## src/rtl/uart_tx_pkg.sv

```systemverilog
// Shared types and line levels for the UART transmit path.
package uart_tx_pkg;

    typedef enum logic [2:0] {
        IDLE   = 3'd0,
        START  = 3'd1,
        DATA   = 3'd2,
        PARITY = 3'd3,
        STOP   = 3'd4
    } state_e;

    localparam logic START_BIT  = 1'b0;
    localparam logic STOP_BIT   = 1'b1;
    localparam logic IDLE_LEVEL = 1'b1;

endpackage

```

## src/rtl/uart_tx_serializer.sv

```systemverilog
// LSB-first shift register plus data bit counter for one UART frame.
module uart_tx_serializer
    import uart_tx_pkg::*;
#(
    parameter int WIDTH = 8
) (
    input  logic             CLK,
    input  logic             RST,
    input  logic             load_i,
    input  logic             shift_en_i,
    input  logic             cnt_clr_i,
    input  logic [WIDTH-1:0] data_i,
    output logic             ser_data_o,
    output logic             ser_done_o
);

    localparam int CW = $clog2(WIDTH);

    logic [WIDTH-1:0] shift_q, shift_d;
    logic [CW-1:0]    cnt_q, cnt_d;

    always_comb begin
        shift_d = shift_q;
        cnt_d   = cnt_q;
        if (load_i) begin
            shift_d = data_i;
        end else if (shift_en_i) begin
            shift_d = {1'b0, shift_q[WIDTH-1:1]};
        end
        // The counter parks at WIDTH-1 until the next frame clears it.
        if (cnt_clr_i) begin
            cnt_d = '0;
        end else if (shift_en_i && !ser_done_o) begin
            cnt_d = cnt_q + CW'(1);
        end
    end

    always_ff @(posedge CLK or negedge RST) begin
        if (!RST) begin
            shift_q <= '0;
            cnt_q   <= '0;
        end else begin
            shift_q <= shift_d;
            cnt_q   <= cnt_d;
        end
    end

    assign ser_data_o = shift_q[0];
    assign ser_done_o = (cnt_q == CW'(WIDTH - 1));

endmodule

```

## src/rtl/uart_tx_ctrl.sv

```systemverilog
// UART TX frame sequencer: start, data LSB-first, optional parity, stop.
module uart_tx_ctrl
    import uart_tx_pkg::*;
#(
    parameter int WIDTH = 8
) (
    input  logic             CLK,
    input  logic             RST,
    input  logic             Data_Valid,
    input  logic [WIDTH-1:0] P_DATA,
    input  logic             PAR_EN,
    input  logic             parity,
    output logic             TX_OUT,
    output logic             Busy
);

    state_e state_q, state_d;
    logic   tx_q, tx_d;
    logic   busy_q, busy_d;
    logic   par_en_q, par_en_d;
    logic   load, shift_en, cnt_clr;
    logic   ser_data, ser_done;

    uart_tx_serializer #(.WIDTH(WIDTH)) u_ser (
        .CLK        (CLK),
        .RST        (RST),
        .load_i     (load),
        .shift_en_i (shift_en),
        .cnt_clr_i  (cnt_clr),
        .data_i     (P_DATA),
        .ser_data_o (ser_data),
        .ser_done_o (ser_done)
    );

    // TX_OUT is registered, so it is loaded with the level of the next state.
    always_comb begin
        state_d  = state_q;
        par_en_d = par_en_q;
        tx_d     = IDLE_LEVEL;
        load     = 1'b0;
        shift_en = 1'b0;
        cnt_clr  = 1'b0;
        unique case (state_q)
            IDLE: begin
                if (Data_Valid) begin
                    load     = 1'b1;
                    par_en_d = PAR_EN;
                    state_d  = START;
                    tx_d     = START_BIT;
                end
            end
            START: begin
                cnt_clr  = 1'b1;
                shift_en = 1'b1;
                state_d  = DATA;
                tx_d     = ser_data;
            end
            DATA: begin
                if (!ser_done) begin
                    shift_en = 1'b1;
                    tx_d     = ser_data;
                end else if (par_en_q) begin
                    state_d = PARITY;
                    tx_d    = parity;
                end else begin
                    state_d = STOP;
                    tx_d    = STOP_BIT;
                end
            end
            PARITY: begin
                state_d = STOP;
                tx_d    = STOP_BIT;
            end
            STOP: begin
                state_d = IDLE;
                tx_d    = IDLE_LEVEL;
            end
            default: begin
                state_d = IDLE;
                tx_d    = IDLE_LEVEL;
            end
        endcase
        busy_d = (state_d != IDLE);
    end

    always_ff @(posedge CLK or negedge RST) begin
        if (!RST) begin
            state_q  <= IDLE;
            tx_q     <= IDLE_LEVEL;
            busy_q   <= 1'b0;
            par_en_q <= 1'b0;
        end else begin
            state_q  <= state_d;
            tx_q     <= tx_d;
            busy_q   <= busy_d;
            par_en_q <= par_en_d;
        end
    end

    assign TX_OUT = tx_q;
    assign Busy   = busy_q;

endmodule
```

## config.mk

```make
export PLATFORM = sky130hd
export DESIGN_NAME = uart_tx_ctrl
export DESIGN_NICKNAME = d
export VERILOG_FILES = /design/src/rtl/uart_tx_pkg.sv /design/src/rtl/uart_tx_serializer.sv /design/src/rtl/uart_tx_ctrl.sv
export SDC_FILE = /design/constraint.sdc
export NUM_CORES = 1
export LEC_CHECK = 0
export ABC_AREA = 1
export CORE_AREA = 5 5 47 49
export CTS_CLUSTER_DIAMETER = 30
export CTS_CLUSTER_SIZE = 12
export DETAILED_ROUTE_END_ITERATION = 8
export DIE_AREA = 0 0 52 54
export HOLD_SLACK_MARGIN = 0.1
export PLACE_DENSITY_LB_ADDON = 0.1
export SLEW_MARGIN = 20
export SYNTH_ARGS = -nofsm -noshare
export SYNTH_HDL_FRONTEND = slang
export SYNTH_HIERARCHICAL = 1
export SYNTH_SLANG_ARGS = --single-unit
```

## constraint.sdc

```tcl
create_clock -name CLK -period 3.2 [get_ports CLK]
set_input_delay 0.64 -clock CLK [delete_from_list [all_inputs] [get_ports CLK]]
set_output_delay 0.64 -clock CLK [all_outputs]
set_load 0.02 [all_outputs]
```

==> run_results.csv, run 1 <==
group,metric,value,unit
detailed_routing,postRouteAntennaNets,0,
yosys,yosys_warnings,6,
timing,rsz0062_at_grt,"false",
yosys,synth.yosys.seq_area_share,50.4,%
global_routing,grt_pass1_vias,650,
detailed_routing,drt_wl_total,1.55,mm
clock_tree,clock_path_buffers,2,
power_and_ir_drop,p_leak,0.528,nW
timing,hold_viol_final,0,
setup_path,critPathMaxStageDelay,590,ps
yosys,synth-edff-count,0,
yosys,yosys.area.top_type,"dfrtp_1",
setup_path,arrival,1410,ps
detailed_routing,vias_per_cell,4.65,
clock_tree,cts_buffers,3,
yosys,ys.flop_type,"dfrtp_1",
timing,final.setup.tns,0,ps
clock_tree,clkTransAtPathRegs,110,ps
floorplanning,start_util,46.5,%
global_routing,grt_max_degree,18,
timing,drv_slew,0,
power_and_ir_drop,power_density,900,nW/um2
detailed_routing,avgRoutedWirePerCell,10.3,um
power_and_ir_drop,ir_drop,0.000434,V
setup_path,r2r_slack,1400,ps
floorplanning,design.die.area,2810,um2
global_routing,grt_util_all_layers,13.4,%
floorplanning,chipHeight,54,um
global_routing,antenna_found_initial,0,
floorplanning,row_count,16,
layout,area_growth,22.9,%
setup_path,crit_end,"TX_OUT",
setup_path,critPathRequiredTime,2560,ps
yosys,synth_top_family_by_area,"simple AND/OR/NAND/NOR gates",
timing,finalSetupViolCount,0,
layout,n_fill_cell,190,
timing,clock.fmax,487,MHz
clock_tree,h-tree-depth,1,
clock_tree,cts_sinks,17,
yosys,synth_commonest_cells,"37 x nand2_1, 17 x nand3_1, 16 x dfrtp_1",
layout,drive_above_1_share,14.6,%
setup_path,timing.rr.end,"u_ser/shift_q[3]$_DFFE_PN0P_",
yosys,synthXorXnorAreaFrac,0,%
setup_path,cp-startpoint,"TX_OUT$_DFF_PN1_",
setup_path,endpoint_kind,"output port",
setup_path,path_buf_inv,1,
placed_design,dp_worst_setup_slack,1300,ps
layout,n_antenna_cell,0,
timing,setup_ws,1150,ps
clock_tree,ctsHoldBuffers,0,
flow_run,drv_cap,0,
setup_path,critPathLaunchType,"flip-flop",
setup_path,crit_chain,"clkdlybuf4s50_1",
setup_path,r2r-start,"u_ser/cnt_q[0]$_DFFE_PN0P_",
placed_design,routabilityCongestion,0.817,
yosys,synthMostInstantiatedCell,"nand2_1",
layout,stdcell_area,1040,um2
timing,max_slew.worst_pin.slew,761,ps
yosys,synth_seq_cells,17,
global_routing,overflow,0,
yosys,synth_fp_nets,121,
detailed_routing,vias,697,
layout,nNetsFinal,139,
yosys,synth.area.mux_share,0,%
placed_design,place_area,1010,um2
yosys,synthTopCellsByArea,"dfrtp_1 47%, nand2_1 16%, nand3_1 10%, inv_1 4.4%, dfstp_2 3.1%",
placed_design,dpl.hpwl,1.21,mm
outcome,outcome,"complete, no violations",
clock_tree,cts_resized,0,
floorplanning,die_w,52,um
detailed_routing,firstDrtPassIters,4,
yosys,netlist_area,847,um2
yosys,netlist_instances,106,
placed_design,place_inst,146,
floorplanning,io_pins,15,
min_path,hp-class,"flip-flop to flip-flop",
global_routing,grt_pass1_wl,2.77,mm
setup_path,crit_type,"flip-flop to output port",
timing,worst_clock_skew,14.8,ps
timing,slew_headroom,49.1,%
setup_path,cp_max_fo,1,
setup_path,crit_family,"buffers and inverters",
timing,min_period_over_period,64.1,%
clock_tree,clk_latency,290,ps
clock_tree,root_buffer,"clkbuf_4",
detailed_routing,drtIter0Drc,15,
timing,fin_crit,2050,ps
setup_path,worst-path-stages,1,
yosys,synth_compound_area_share,3.40,%
setup_path,ff2ff_path_depth,7,
layout,fin_cells,150,
setup_path,slowest_stage,"clkdlybuf4s50_1",
layout,finish.utilization,57.1,%
yosys,synthAdderAreaFrac,2.95,%
yosys,synthSimpleGateAreaFrac,36.2,%
yosys,avgSynthCellArea,7.99,um2
placed_design,portBuffers,14,
detailed_routing,drc,0,
yosys,async_reset_ff_share,100,%
yosys,synthDistinctLibCells,17,
clock_tree,post_cts_buffers,0,
yosys,synth_top_area_share,47.3,%
clock_tree,cts_tree,"yes",
floorplanning,core,1820,um2
[state kept, by name, indices dropped and copies added, names as in the netlist]
signal	cells
u_ser/shift_q	8
state_q	3
u_ser/cnt_q	3
Busy	1
TX_OUT	1
par_en_q	1
[area by class of cell]
class	instances	area [um2]	share of cell area [%]
clock buffer	3	22.5	2.16
multi-input combinational	74	360	34.6
timing repair buffer	14	140	13.5
sequential	17	427	41.0
clock inverter	1	5.00	0.481
inverter	14	52.6	5.05
tap	27	33.8	3.25
[stage by stage]
stage	power, mW	hold slack (ps)
floorplan	0.716	344
finish	0.937	496
CTS	0.948	500
detailed placement	0.834	477
global placement	0.821	473
global route	1.04	530
[power breakdown]
part	total [mW]	internal (mW)	switching, mW
registers	0.375	0.319	0.0566
clock network	0.113	0.0464	0.0665
logic	0.449	0.166	0.283
[cell usage in the layout, fill, tap and decap left out, drive strengths merged]
master / synthesis / final
dfstp: 1 / 1
clkdlybuf4s50: 0 / 14
nand3: 18 / 18
inv: 14 / 14
o21ai: 3 / 3
dfrtp: 16 / 16
nand2: 39 / 39
a21oi: 2 / 2
nor2: 10 / 10
clkinv: 0 / 1
clkbuf: 0 / 3
ha: 2 / 2
[worst min-delay path by stage]
stage / from / to / slack (ps) / depth (start not counted)
2_1_floorplan: RST / Busy$_DFF_PN0_ / 340 / 0
3_3_place_gp: u_ser/shift_q[2]$_DFFE_PN0P_ / u_ser/shift_q[2]$_DFFE_PN0P_ / 470 / 2
3_5_place_dp: u_ser/shift_q[2]$_DFFE_PN0P_ / u_ser/shift_q[2]$_DFFE_PN0P_ / 480 / 2
4_1_cts: u_ser/shift_q[2]$_DFFE_PN0P_ / u_ser/shift_q[2]$_DFFE_PN0P_ / 500 / 2
5_1_grt: u_ser/shift_q[1]$_DFFE_PN0P_ / u_ser/shift_q[1]$_DFFE_PN0P_ / 530 / 2
6_report: u_ser/shift_q[7]$_DFFE_PN0P_ / u_ser/shift_q[7]$_DFFE_PN0P_ / 500 / 2
[cell families (layout without fill, tap and decap cells)]
kind of cell | count (synthesis) | count (layout)
buf+inv | 15 | 32
simple gates | 67 | 67
flops | 17 | 17
compound gates | 5 | 5
fa+ha+maj | 2 | 2
[layer usage]
metal	track usage [%]	share of wire (%)	up-vias
met1	15.4	45	322
met3	4.16	5.0	0
met2	23.2	50	11
met4	5.24	0	0
met5	0	0	-
li1	-	-	364
Power figures use the tool's default switching activity.
==> run 2: changes to the inputs <==
--- a/config.mk
+++ b/config.mk
@@ -6,11 +6,11 @@
 export NUM_CORES = 1
 export LEC_CHECK = 0
 export ABC_AREA = 1
-export CORE_AREA = 5 5 47 49
+export CORE_AREA = 5 5 57 46
 export CTS_CLUSTER_DIAMETER = 30
 export CTS_CLUSTER_SIZE = 12
 export DETAILED_ROUTE_END_ITERATION = 8
-export DIE_AREA = 0 0 52 54
+export DIE_AREA = 0 0 62 51
 export HOLD_SLACK_MARGIN = 0.1
 export PLACE_DENSITY_LB_ADDON = 0.1
 export SLEW_MARGIN = 20
==> constraint.sdc (replaced) <==
create_clock -name CLK -period 1.8 [get_ports CLK]
set_input_delay 0.36 -clock CLK [delete_from_list [all_inputs] [get_ports CLK]]
set_output_delay 0.36 -clock CLK [all_outputs]
set_load 0.02 [all_outputs]
==> run_results.csv, run 2 (synthesis results as in run 1) <==
group,metric,value,unit
clock_tree,cts_resized,0,
setup_path,critPathRequiredTime,2030,ps
setup_path,crit_chain,"ha_1 > ha_1 > o21ai_1 > buf_4 > nor2_2 > nand2_1 > nand3_1",
power_and_ir_drop,p_leak,0.546,nW
clock_tree,h-tree-depth,1,
timing,final.setup.tns,0,ps
layout,n_fill_cell,199,
timing,slew_headroom,80.5,%
clock_tree,cts_sinks,17,
setup_path,timing.rr.end,"u_ser/shift_q[5]$_DFFE_PN0P_",
floorplanning,start_util,43.2,%
setup_path,path_buf_inv,1,
detailed_routing,top_layer,"met4",
clock_tree,cts_tree,"yes",
detailed_routing,vias_per_cell,4.60,
clock_tree,post_cts_buffers,0,
global_routing,grt_pass1_wl,2.66,mm
power_and_ir_drop,finalPower,1.70,mW
clock_tree,cts_buffers,3,
timing,finalSetupViolCount,0,
global_routing,antenna_found_initial,0,
detailed_routing,dr_wl_met3,73,um
floorplanning,design.die.area,3160,um2
layout,reg_top3,"u_ser/shift_q x8, state_q x3, u_ser/cnt_q x3",
min_path,hp-class,"primary input to asynchronous set/reset pin",
placed_design,portBuffers,14,
power_and_ir_drop,p_sw_share,43.2,%
power_and_ir_drop,clkPwrFrac,12.1,%
setup_path,ff2ff_path_depth,7,
timing,worst_clock_skew,5.57,ps
global_routing,grt_max_degree,18,
power_and_ir_drop,ir_drop,0.000829,V
detailed_routing,avgRoutedWirePerCell,10.5,um
power_and_ir_drop,pwr-share-comb,48.7,%
layout,final_common_cell,"nand2_1",
timing,hold_viol_final,0,
setup_path,crit_type,"flip-flop to flip-flop",
layout,stdcell_area,1050,um2
timing,drv_slew,0,
setup_path,cp_max_fo,8,
outcome,outcome,"complete, no violations",
detailed_routing,postRouteAntennaNets,0,
floorplanning,core,1960,um2
setup_path,endpoint_kind,"flip-flop",
detailed_routing,firstDrtPassIters,4,
setup_path,r2r-start,"u_ser/cnt_q[0]$_DFFE_PN0P_",
placed_design,routabilityCongestion,0.821,
placed_design,place_area,1020,um2
setup_path,arrival,1850,ps
detailed_routing,drtIter0Drc,33,
timing,min_period_over_period,90.0,%
timing,fin_crit,1620,ps
power_and_ir_drop,power_density,1610,nW/um2
layout,seqCellArea,427,um2
setup_path,crit_family,"adder cells",
clock_tree,root_buffer,"clkbuf_4",
timing,clock.fmax,617,MHz
timing,rsz0062_at_grt,"false",
layout,regMostFlops,"u_ser/shift_q",
placed_design,dpl.hpwl,1.16,mm
global_routing,grt_pass1_vias,632,
floorplanning,die_w,62,um
clock_tree,clkTransAtPathRegs,100,ps
placed_design,place_inst,145,
layout,n_antenna_cell,0,
global_routing,grt_util_all_layers,11.6,%
floorplanning,chipHeight,51,um
detailed_routing,met1Wirelength,797,um
layout,multi_input_area,360,um2
floorplanning,row_count,14,
layout,nNetsFinal,141,
setup_path,critPathMaxStageDelay,380,ps
layout,drive_above_1_share,16.0,%
clock_tree,clock_path_buffers,2,
clock_tree,ctsHoldBuffers,0,
layout,area_growth,24.5,%
layout,fin_cells,149,
setup_path,path_common_cell,"ha_1",
layout,final_cell_mix,"37 x nand2_1, 17 x nand3_1, 16 x dfrtp_1",
timing,max_slew.worst_pin.slew,293,ps
setup_path,critPathLaunchType,"flip-flop",
detailed_routing,vias,686,
timing,whs,387,ps
flow_run,drv_cap,0,
power_and_ir_drop,p_sw,735,uW
global_routing,overflow,0,
detailed_routing,drc,0,
setup_path,r2r_slack,180,ps
power_and_ir_drop,p_int,965,uW
power_and_ir_drop,sequentialPowerShare,39.1,%
detailed_routing,drt_wl_total,1.57,mm
setup_path,slowest_stage,"dfrtp_1",
layout,largest_reg_flops,8,
detailed_routing,wl_met2,680,um
floorplanning,io_pins,15,
clock_tree,clk_latency,290,ps
==> run 2: cell count changes in the layout (fill, tap and decap cells not counted), sizes merged <==
cell	previous run	this run
buf	0	2
clkdlybuf4s50	14	13
dlymetal6s2s	0	1
==> run 2: worst max path at each step <==
stage / from / endpoint / cells past startpoint
floorplan: u_ser/cnt_q[0]$_DFFE_PN0P_ / u_ser/shift_q[4]$_DFFE_PN0P_ / 7
global placement: u_ser/cnt_q[0]$_DFFE_PN0P_ / u_ser/shift_q[3]$_DFFE_PN0P_ / 7
detailed placement: u_ser/cnt_q[0]$_DFFE_PN0P_ / u_ser/shift_q[3]$_DFFE_PN0P_ / 7
CTS: TX_OUT$_DFF_PN1_ / TX_OUT / 1
global route: u_ser/cnt_q[0]$_DFFE_PN0P_ / u_ser/shift_q[5]$_DFFE_PN0P_ / 7
finish: u_ser/cnt_q[0]$_DFFE_PN0P_ / u_ser/shift_q[5]$_DFFE_PN0P_ / 7
==> run 2: layout make-up <==
class,count,share of cell area [%]
clock buffer,3,2.14
clock inverter,1,0.474
inverter,14,4.98
multi-input combinational,74,34.2
sequential,17,40.5
tap,24,2.85
timing repair buffer,16,14.9
==> run 2: power groups by stage <==
stage                     clock network, mW  registers (mW)  logic [mW]
after floorplan                           0           0.684       0.589
after global placement                    0           0.672       0.821
after detailed placement                  0           0.671       0.833
after CTS                             0.218           0.664       0.836
after global routing                  0.236           0.687       0.948
final                                 0.206           0.665       0.828
==> run 2: routing by layer <==
layer / vias up / track usage (%)
li1: 372 / -
met1: 295 / 14.8
met2: 17 / 17.2
met3: 2 / 4.53
met4: 0 / 5.30
met5: - / 0
==> run 2: worst register-to-register path: stages (launching register included) <==
cell and delay [ps]:
dfrtp_1 380, ha_1 150, ha_1 320, o21ai_1 130, buf_4 170, nor2_2 240
nand2_1 80, nand3_1 90
==> run 2: through the flow <==
stage | setup slack (ps) | utilization [%]
floorplan | 214 | -
global placement | 217 | 52.2
detailed placement | 197 | 52.2
CTS | 24.5 | 53.6
global route | 55.2 | 53.8
finish | 179 | 53.8
